`config.mk`:
```
export PLATFORM = sky130hd
export DESIGN_NAME = lcd_chrono_display_driver_flat
export DESIGN_NICKNAME = d
export VERILOG_FILES = /design/src/rtl/lcd_chrono_display_driver_if.sv /design/src/rtl/lcd_chrono_display_driver.sv /design/src/flat_wrapper.sv
export SDC_FILE = /design/constraint.sdc
export NUM_CORES = 1
export LEC_CHECK = 0
export CAP_MARGIN = 40
export CORE_ASPECT_RATIO = 0.5
export CORE_UTILIZATION = 64
export CTS_CLUSTER_DIAMETER = 80
export CTS_CLUSTER_SIZE = 40
export DETAILED_ROUTE_END_ITERATION = 12
export GPL_TIMING_DRIVEN = 0
export PLACE_DENSITY = 0.86
export SLEW_MARGIN = 10
export SYNTH_ARGS = -nofsm -noshare
export SYNTH_HDL_FRONTEND = slang
export SYNTH_SLANG_ARGS = --single-unit
export TNS_END_PERCENT = 50
```
`constraint.sdc`:
```
create_clock -name qzt_clk -period 6.6 [get_ports qzt_clk]
set_input_delay 0.66 -clock qzt_clk [delete_from_list [all_inputs] [get_ports qzt_clk]]
set_output_delay 0.66 -clock qzt_clk [all_outputs]
set_load 0.03 [all_outputs]
```
`src/rtl/lcd_chrono_display_driver_if.sv`:
```
// Signal bundle between the stopwatch core and the LCD display driver:
// BCD digits and lap flag in, LCD pins and status strobes out.
interface lcd_chrono_display_driver_if;
  logic [15:0] fourDigitInput;
  logic        lapFlag;
  logic [1:0]  lcd_flags;
  logic [3:0]  lcd_data;
  logic        ready;
  logic        frame_done;

  modport master (
    output fourDigitInput,
    output lapFlag,
    input  lcd_flags,
    input  lcd_data,
    input  ready,
    input  frame_done
  );

  modport slave (
    input  fourDigitInput,
    input  lapFlag,
    output lcd_flags,
    output lcd_data,
    output ready,
    output frame_done
  );
endinterface

```
`src/rtl/lcd_chrono_display_driver.sv`:
```
// HD44780 4-bit driver: power-on init, config, then endless refresh of line 1 with
// "D3D2.D1D0" plus "LAP" or blanks, using a snapshot taken at the start of each frame.
module lcd_chrono_display_driver #(
  parameter int T_PWR     = 750000,
  parameter int T_INIT1   = 205000,
  parameter int T_INIT2   = 5000,
  parameter int T_CMD     = 2000,
  parameter int T_CLR     = 82000,
  parameter int T_SU      = 2,
  parameter int T_EH      = 12,
  parameter int T_EL      = 50,
  parameter int T_REFRESH = 500000
) (
  input  logic                        qzt_clk,
  input  logic                        reset_n,
  lcd_chrono_display_driver_if.slave  bus
);

  function automatic int imax(input int a, input int b);
    return (a > b) ? a : b;
  endfunction

  localparam int T_MAX = imax(imax(imax(T_PWR, T_INIT1), imax(T_INIT2, T_CMD)),
                              imax(imax(T_CLR, T_SU), imax(imax(T_EH, T_EL), T_REFRESH)));
  localparam int CW = $clog2(T_MAX + 1);

  typedef enum logic [2:0] {
    ST_PWR_WAIT = 3'd0,
    ST_INIT     = 3'd1,
    ST_CFG      = 3'd2,
    ST_FRAME    = 3'd3,
    ST_GAP      = 3'd4
  } state_e;

  // Sub-phase of one nibble transfer; PH_WT is the post-byte (or post-nibble) wait.
  typedef enum logic [1:0] {
    PH_SU = 2'd0,
    PH_EH = 2'd1,
    PH_EL = 2'd2,
    PH_WT = 2'd3
  } phase_e;

  function automatic logic [7:0] digit_char(input logic [3:0] d);
    return (d > 4'd9) ? 8'h2D : {4'h3, d};
  endfunction

  state_e          state_q, state_d;
  phase_e          ph_q, ph_d;
  logic            hi_q, hi_d;
  logic [3:0]      idx_q, idx_d;
  logic [CW-1:0]   cnt_q, cnt_d;
  logic            ready_q, ready_d;
  logic [16:0]     snap_q, snap_d;

  logic [CW-1:0]   wait_c;
  logic [CW-1:0]   lim_c;
  logic            expire_c;
  logic            last_c;
  logic [7:0]      byte_c;
  logic            e_c;
  logic            rs_c;
  logic [3:0]      db_c;
  logic            fd_c;

  // Duration of whatever the sequencer is currently doing.
  always_comb begin
    wait_c = CW'(T_CMD);
    if (state_q == ST_INIT && idx_q == 4'd0) begin
      wait_c = CW'(T_INIT1);
    end else if (state_q == ST_INIT && idx_q == 4'd1) begin
      wait_c = CW'(T_INIT2);
    end else if (state_q == ST_CFG && idx_q == 4'd3) begin
      wait_c = CW'(T_CLR);
    end

    lim_c = CW'(T_SU);
    case (state_q)
      ST_PWR_WAIT: lim_c = CW'(T_PWR);
      ST_GAP:      lim_c = CW'(T_REFRESH);
      default: begin
        case (ph_q)
          PH_SU:   lim_c = CW'(T_SU);
          PH_EH:   lim_c = CW'(T_EH);
          PH_EL:   lim_c = CW'(T_EL);
          default: lim_c = wait_c;
        endcase
      end
    endcase
  end

  assign expire_c = (cnt_q == lim_c - CW'(1));
  assign last_c   = (state_q == ST_FRAME) ? (idx_q == 4'd10) : (idx_q == 4'd3);

  // Byte (or single init nibble in the low half) for the current step.
  always_comb begin
    byte_c = 8'h00;
    case (state_q)
      ST_INIT: byte_c = (idx_q == 4'd3) ? 8'h02 : 8'h03;
      ST_CFG: begin
        case (idx_q)
          4'd0:    byte_c = 8'h28;
          4'd1:    byte_c = 8'h0C;
          4'd2:    byte_c = 8'h06;
          default: byte_c = 8'h01;
        endcase
      end
      ST_FRAME: begin
        case (idx_q)
          4'd0:    byte_c = 8'h80;
          4'd1:    byte_c = digit_char(snap_q[15:12]);
          4'd2:    byte_c = digit_char(snap_q[11:8]);
          4'd3:    byte_c = 8'h2E;
          4'd4:    byte_c = digit_char(snap_q[7:4]);
          4'd5:    byte_c = digit_char(snap_q[3:0]);
          4'd7:    byte_c = snap_q[16] ? 8'h4C : 8'h20;
          4'd8:    byte_c = snap_q[16] ? 8'h41 : 8'h20;
          4'd9:    byte_c = snap_q[16] ? 8'h50 : 8'h20;
          default: byte_c = 8'h20;
        endcase
      end
      default: byte_c = 8'h00;
    endcase
  end

  always_ff @(posedge qzt_clk or negedge reset_n) begin
    if (!reset_n) begin
      state_q <= ST_PWR_WAIT;
      ph_q    <= PH_SU;
      hi_q    <= 1'b0;
      idx_q   <= '0;
      cnt_q   <= '0;
      ready_q <= 1'b0;
      snap_q  <= '0;
    end else begin
      state_q <= state_d;
      ph_q    <= ph_d;
      hi_q    <= hi_d;
      idx_q   <= idx_d;
      cnt_q   <= cnt_d;
      ready_q <= ready_d;
      snap_q  <= snap_d;
    end
  end

  always_comb begin
    state_d = state_q;
    ph_d    = ph_q;
    hi_d    = hi_q;
    idx_d   = idx_q;
    cnt_d   = expire_c ? '0 : cnt_q + CW'(1);

    if (expire_c) begin
      case (state_q)
        ST_PWR_WAIT: begin
          state_d = ST_INIT;
          ph_d    = PH_SU;
          hi_d    = 1'b0;
          idx_d   = '0;
        end
        ST_GAP: begin
          state_d = ST_FRAME;
          ph_d    = PH_SU;
          hi_d    = 1'b1;
          idx_d   = '0;
        end
        default: begin
          case (ph_q)
            PH_SU: ph_d = PH_EH;
            PH_EH: ph_d = PH_EL;
            PH_EL: begin
              ph_d = hi_q ? PH_SU : PH_WT;
              hi_d = 1'b0;
            end
            default: begin
              ph_d = PH_SU;
              if (!last_c) begin
                idx_d = idx_q + 4'd1;
                hi_d  = (state_q != ST_INIT);
              end else begin
                idx_d = '0;
                hi_d  = 1'b1;
                case (state_q)
                  ST_INIT: state_d = ST_CFG;
                  ST_CFG:  state_d = ST_FRAME;
                  default: state_d = ST_GAP;
                endcase
              end
            end
          endcase
        end
      endcase
    end

    // Inputs are frozen on frame entry so a frame never mixes two counts.
    ready_d = ready_q | (state_d == ST_FRAME);
    snap_d  = (state_d == ST_FRAME && state_q != ST_FRAME) ?
              {bus.lapFlag, bus.fourDigitInput} : snap_q;
  end

  always_comb begin
    e_c  = 1'b0;
    rs_c = 1'b0;
    db_c = 4'h0;
    if (state_q inside {ST_INIT, ST_CFG, ST_FRAME} && ph_q != PH_WT) begin
      rs_c = (state_q == ST_FRAME) && (idx_q != 4'd0);
      db_c = hi_q ? byte_c[7:4] : byte_c[3:0];
      e_c  = (ph_q == PH_EH);
    end
    fd_c = (state_q == ST_FRAME) && (ph_q == PH_WT) && last_c && expire_c;
  end

  assign bus.lcd_flags  = {rs_c, e_c};
  assign bus.lcd_data   = db_c;
  assign bus.ready      = ready_q;
  assign bus.frame_done = fd_c;

endmodule

```
`src/flat_wrapper.sv`:
```
// flat-port wrapper written by rule: the top's interface ports become plain ports
module lcd_chrono_display_driver_flat 
#(
  parameter int T_PWR     = 750000,
  parameter int T_INIT1   = 205000,
  parameter int T_INIT2   = 5000,
  parameter int T_CMD     = 2000,
  parameter int T_CLR     = 82000,
  parameter int T_SU      = 2,
  parameter int T_EH      = 12,
  parameter int T_EL      = 50,
  parameter int T_REFRESH = 500000
)
  (qzt_clk, reset_n, bus_fourDigitInput, bus_lapFlag, bus_lcd_flags, bus_lcd_data, bus_ready, bus_frame_done);
  lcd_chrono_display_driver_if bus_i ();
  input  logic qzt_clk;
  input  logic reset_n;
  input wire logic [$bits(bus_i.fourDigitInput)-1:0] bus_fourDigitInput;
  input wire logic [$bits(bus_i.lapFlag)-1:0] bus_lapFlag;
  output wire logic [$bits(bus_i.lcd_flags)-1:0] bus_lcd_flags;
  output wire logic [$bits(bus_i.lcd_data)-1:0] bus_lcd_data;
  output wire logic [$bits(bus_i.ready)-1:0] bus_ready;
  output wire logic [$bits(bus_i.frame_done)-1:0] bus_frame_done;
  assign bus_i.fourDigitInput = bus_fourDigitInput;
  assign bus_i.lapFlag = bus_lapFlag;
  assign bus_lcd_flags = bus_i.lcd_flags;
  assign bus_lcd_data = bus_i.lcd_data;
  assign bus_ready = bus_i.ready;
  assign bus_frame_done = bus_i.frame_done;
  lcd_chrono_display_driver #(.T_PWR(T_PWR), .T_INIT1(T_INIT1), .T_INIT2(T_INIT2), .T_CMD(T_CMD), .T_CLR(T_CLR), .T_SU(T_SU), .T_EH(T_EH), .T_EL(T_EL), .T_REFRESH(T_REFRESH)) u_core (.qzt_clk(qzt_clk), .reset_n(reset_n), .bus(bus_i));
endmodule
```
# == After elaboration in Yosys (flattened, before gate mapping) ==
# Index checks and enable logic that the tools add are counted.
# word_totals
regBits,48
output_inout_bits,8
wordCells,93
# classes
add_sub_neg,3
magnitude_cmp,4
n_eq_ne,23
muxes,36
bitwise,1
reduce_logical,19
# op_table
cell,count
$pmux 8 s9,1
$mux 20,3
$pmux 20 s3,1
$pmux 20 s2,1
$pmux 8 s3,1
$mux 7,3
$add 20x1->20 const B,1
$eq 20x20->1,1
$mux 4,5
$mux 5,4
$sub 20x1->20 const B,1
$pmux 6 s3,1
$mux 17,1
$gt 4x4->1 const B,4
$eq 4x3->1 const B,3
$eq 4x4->1 const B,3
$pmux 3 s2,2
$eq 3x2->1 const B,3
$logic_and 1x1->1,9
$mux 3,3
$eq 4x2->1 const B,2
$ne 3x1->1 const B,2
$pmux 2 s3,1
$mux 1,5
19 further kinds,25

# == Longest topological paths before layout ==
# depth
depth_word,12
ltp_mapped,16

# == Worst setup path after synthesis ==
# Ideal clock, no wire load.
# synth_timing
kind,flip-flop to output port
from,register u_core.state_q[0]
to,output bus_frame_done
arrival_time_ns,3.510
t_required_ns,5.940
path_slack_ns,2.430
stages_incl_launch_ff,16
n_path_buf,5
cell_sequence,dfrtp_1 -> buf_6 -> or2_1 -> clkbuf_1 -> buf_2 -> nand3_1 -> ha_1 -> xor2_1 -> a221oi_1 -> nor2_1 -> a2111oi_0 -> and4_1 -> buf_2 -> buf_2 -> nand3_1 -> nor3_1
# synth_via
elab_chain_cells,10
elab_cells_between_ends,19
cone_classes,1 x add/sub; 5 x eq/ne; 6 x mux; 7 x reduce/logical
# synth_lines
element,line_no,source
"start, declared",lcd_chrono_display_driver.sv:47,"state_e state_q, state_d;"
"start signal, assigned",lcd_chrono_display_driver.sv:135,state_q <= state_d;
$eq 3x2->1,lcd_chrono_display_driver.sv:72,end else if (state_q == ST_CFG && idx_q == 4'd3) begin
$logic_and 1x1->1,lcd_chrono_display_driver.sv:72,
$mux 17,lcd_chrono_display_driver.sv:72,
$mux 20,lcd_chrono_display_driver.sv:70,end else if (state_q == ST_INIT && idx_q == 4'd1) begin
$mux 20,lcd_chrono_display_driver.sv:68,if (state_q == ST_INIT && idx_q == 4'd0) begin
$pmux 20 s3,lcd_chrono_display_driver.sv:81,case (ph_q)
$pmux 20 s2,lcd_chrono_display_driver.sv:77,case (state_q)
$sub 20x1->20,lcd_chrono_display_driver.sv:91,assign expire_c = (cnt_q == lim_c - CW'(1));
$eq 20x20->1,lcd_chrono_display_driver.sv:91,
$logic_and 1x1->1 *,lcd_chrono_display_driver.sv:209,fd_c = (state_q == ST_FRAME) && (ph_q == PH_WT) && last_c && expire_c;
"end, declared",flat_wrapper.sv:23,output wire logic [$bits(bus_i.frame_done)-1:0] bus_frame_done;
# Every way passes the cells marked *; elsewhere a longest branch is shown, timed or not.

# == Final worst setup path ==
# Same ends and word-level chain as after synthesis.

==> flow_metrics.py <==
metrics = {
    "logic_synthesis": {
        "yosysSeqAreaShare_pct": 34.12,
        "synthesis.area_mm2": 0.003521,
        "syn-num-nets": 420,
        "synth_cell_types": 67,
        "async_flop_share_pct": 100.0,
        "synth_area_leaders": "dfrtp_1, mux2_1, nor2_1, xor2_1, nand3_1",
        "synth_warnings": 0,
        "netlist_instances": 395,
        "postSynthAreaPerCell_um2": 8.914,
        "synthDominantCellAreaShare_pct": 34.12,
        "ys_seq_elements": 48,
        "synth_edf_count": 0,
        "synth_flop_cell": "dfrtp_1",
        "synth.largest_area_cell": "dfrtp_1",
    },
    "floorplanning": {
        "fp.coreArea_mm2": 0.005112,
        "pin_count": 27,
        "die_h_um": 54.45,
        "die_w_um": 106.9,
        "die-area_mm2": 0.005820,
        "start_util_pct": 68.87,
        "rows": 18,
    },
    "sta": {
        "layout_setup_ws_ps": 1208,
        "rsz0062_at_grt": "no",
        "fmax_mhz": 185.5,
        "fin_crit_sh_pct": 81.70,
        "worstMarginPinSlew_ps": 775.1,
        "hold_violations": 0,
        "post-route-min-period_ps": 5392,
        "finalMaxSlewViolations": 0,
        "setup-tns-final_ps": 0,
        "clock-skew-final_ps": 4.685,
        "finalSetupViolCount": 0,
        "relSlewSlack_pct": 48.22,
    },
    "pwr": {
        "intPower_mw": 0.3883,
        "max-vdd-ir-drop_mv": 0.1232,
        "power_frac_seq_pct": 58.6,
        "p_leak_nw": 1.661,
        "power_mw": 0.5016,
        "switching_share_pct": 22.59,
        "power.switching_mw": 0.1133,
        "combPwrFrac_pct": 3.7,
        "pwr_density_cell_mw_per_mm2": 125.9,
        "p_clk_share_pct": 37.8,
    },
    "detailed_routing": {
        "wl_um": 9536,
        "ant_nets": 0,
        "firstDrtPassIters": 7,
        "detail_route.wl_per_cell_um": 19.07,
        "highest_layer": "met4",
        "route.met2.wl_um": 4266,
        "wl_met1_um": 4184,
        "wl_met3_um": 851,
        "vias_per_cell": 6.694,
        "drc": 0,
        "detail_route.iter0.violations": 323,
        "dr_total_vias": 3347,
    },
    "cells_and_area": {
        "nFillCells": 350,
        "area_delta_synth_final_pct": 13.15,
        "n_antenna_cell": 0,
        "nNetsFinal": 454,
        "multi_input_area_mm2": 0.002121,
        "drive_gt1_share_pct": 8.605,
        "seqCellArea_mm2": 0.001201,
        "final_util_pct": 77.92,
    },
    "clock_tree": {
        "post_cts_hold_buffer_count": 0,
        "postCtsSetupRepairBufs": 0,
        "clockBufferDepth": 2,
        "cts_sinks": 48,
        "insertion_delay_ps": 320,
        "cts_root_buf": "clkbuf_8",
        "path_clk_slew_ps": 90,
        "cts_max_level": 2,
        "cts_resized": 0,
        "tritoncts.num_buffers": 5,
        "cts_tree": "built",
    },
    "global_route": {
        "grt_pass1_wl_um": 15060,
        "grt_max_degree": 27,
        "antenna_found_initial": 0,
        "grt_usage_pct": 34.55,
        "grt-ovfl-total": 0,
        "grt_pass1_vias": 3160,
    },
    "placed_design": {
        "port_buffers": 26,
        "routabilityCongestion": 0.9402,
        "dp_hpwl_um": 7097,
        "place_ws_ps": 1628,
    },
    "flow_run": {
        "cap_violations": 0,
    },
    "worst_setup_path": {
        "worstPathMaxFanout": 10,
        "arrival_ps": 4730,
        "critPathRequiredTime_ps": 5940,
        "path_class": "reg2out",
        "cp-end-kind": "output pin",
        "start_kind": "flip-flop",
    },
    "min_path": {
        "holdCritPathClass": "in2async",
    },
    "outcome": {
        "outcome": "completed",
    },
}
per-layer routing:
layer  track usage [%]  vias to the layer above
met5                 0                        -
met4             14.38                        0
met3             8.095                       29
met2             59.25                      189
met1             43.36                     1611
li1                  -                     1518
layout make-up:
| cell class | instances | area share, % |
|---|---|---|
| Tap cell | 70 | 2.198 |
| Buffer | 21 | 3.769 |
| Sequential cell | 48 | 30.15 |
| Inverter | 13 | 1.225 |
| Clock buffer | 6 | 2.073 |
| Multi-Input combinational cell | 313 | 53.23 |
| Clock inverter | 2 | 0.2513 |
| Timing Repair Buffer | 27 | 7.098 |
layout by cell type, fill, tap and decap left out, drive strengths merged, types with 8 or more instances in the layout:
master,synthesis,routed
and3,11,11
nor2,41,41
mux2,17,17
nor3,16,16
a21oi,16,16
inv,13,13
xnor2,10,10
dfrtp,48,48
nand3,20,20
nor3b,8,8
clkbuf,5,11
buf,16,18
xor2,15,15
clkdlybuf4s50,0,25
nand2,26,26
o21ai,18,18
Yosys cell counts (all sizes together) (6+ instances only):
cell type / count
nor2: 41
nand2: 26
a21oi: 16
xnor2: 10
mux2: 17
dfrtp: 48
ha: 6
buf: 16
a41oi: 6
nor3: 16
xor2: 15
o21ai: 18
o21a: 6
nor3b: 8
nand3: 20
and3: 11
inv: 13
and2: 6
flip-flops by register name, summed over array words and instances, names as in the netlist:
register and flops:
u_core.bus.ready 1, u_core.cnt_q 20, u_core.hi_q 1, u_core.idx_q 4
u_core.ph_q 2, u_core.snap_q 17, u_core.state_q 3
power groups by stage:
stage	clock network [mW]	logic (mW)	registers, mW
4_1_cts	0.192	0.0189	0.294
2_1_floorplan	0	0.0000958	0.300
3_3_place_gp	0	0.0159	0.300
5_1_grt	0.205	0.0203	0.294
6_report	0.189	0.0184	0.294
3_5_place_dp	0	0.0188	0.300
metrics by stage:
step           area, um^2  cells  hold WS, ps
6_report             3984    500        334.7
5_1_grt              3984    500        372.4
4_1_cts              3984    500        357.9
3_5_place_dp         3891    492        470.4
3_3_place_gp         3869    491        466.3
2_1_floorplan        3521    395        364.4
path summary, 6_finish.rpt:
kind                                   start                 to  slack, ps  cells past startpoint
min in group qzt_clk        u_core.snap_q[4]   u_core.snap_q[4]        490                      1
min reg2reg                 u_core.snap_q[4]   u_core.snap_q[4]        490                      1
max in group asynchronous            reset_n  u_core.snap_q[15]       5730                      2
min                                  reset_n    u_core.cnt_q[2]        330                      1
max reg2reg                u_core.state_q[0]   u_core.snap_q[2]       2570                     16
max                        u_core.state_q[0]     bus_frame_done       1210                     16
worst max-delay path, stage by stage, from the launching register on:
cell,delay (ps)
dfrtp_1,350
buf_6,130
or2_1,100
clkbuf_1,200
buf_2,270
nand3_1,160
ha_1,280
xor2_1,230
a221oi_1,330
nor2_1,80
a2111oi_0,400
and4_1,250
buf_2,210
buf_2,260
nand3_1,200
nor3_1,240
clkdlybuf4s50_1,710
logic make-up after synthesis:
logic type / Yosys count / share of synthesized area (%)
AO/OA/AOI/OAI: 94 / 19.37
XOR/XNOR: 25 / 6.219
adder cells (fa/ha/maj): 6 / 2.132
buffers and inverters: 34 / 5.651
flip-flops: 48 / 34.12
multiplexers: 20 / 6.290
AND/OR/NAND/NOR: 168 / 26.23
Note: power is estimated with default switching activity, not from simulation.
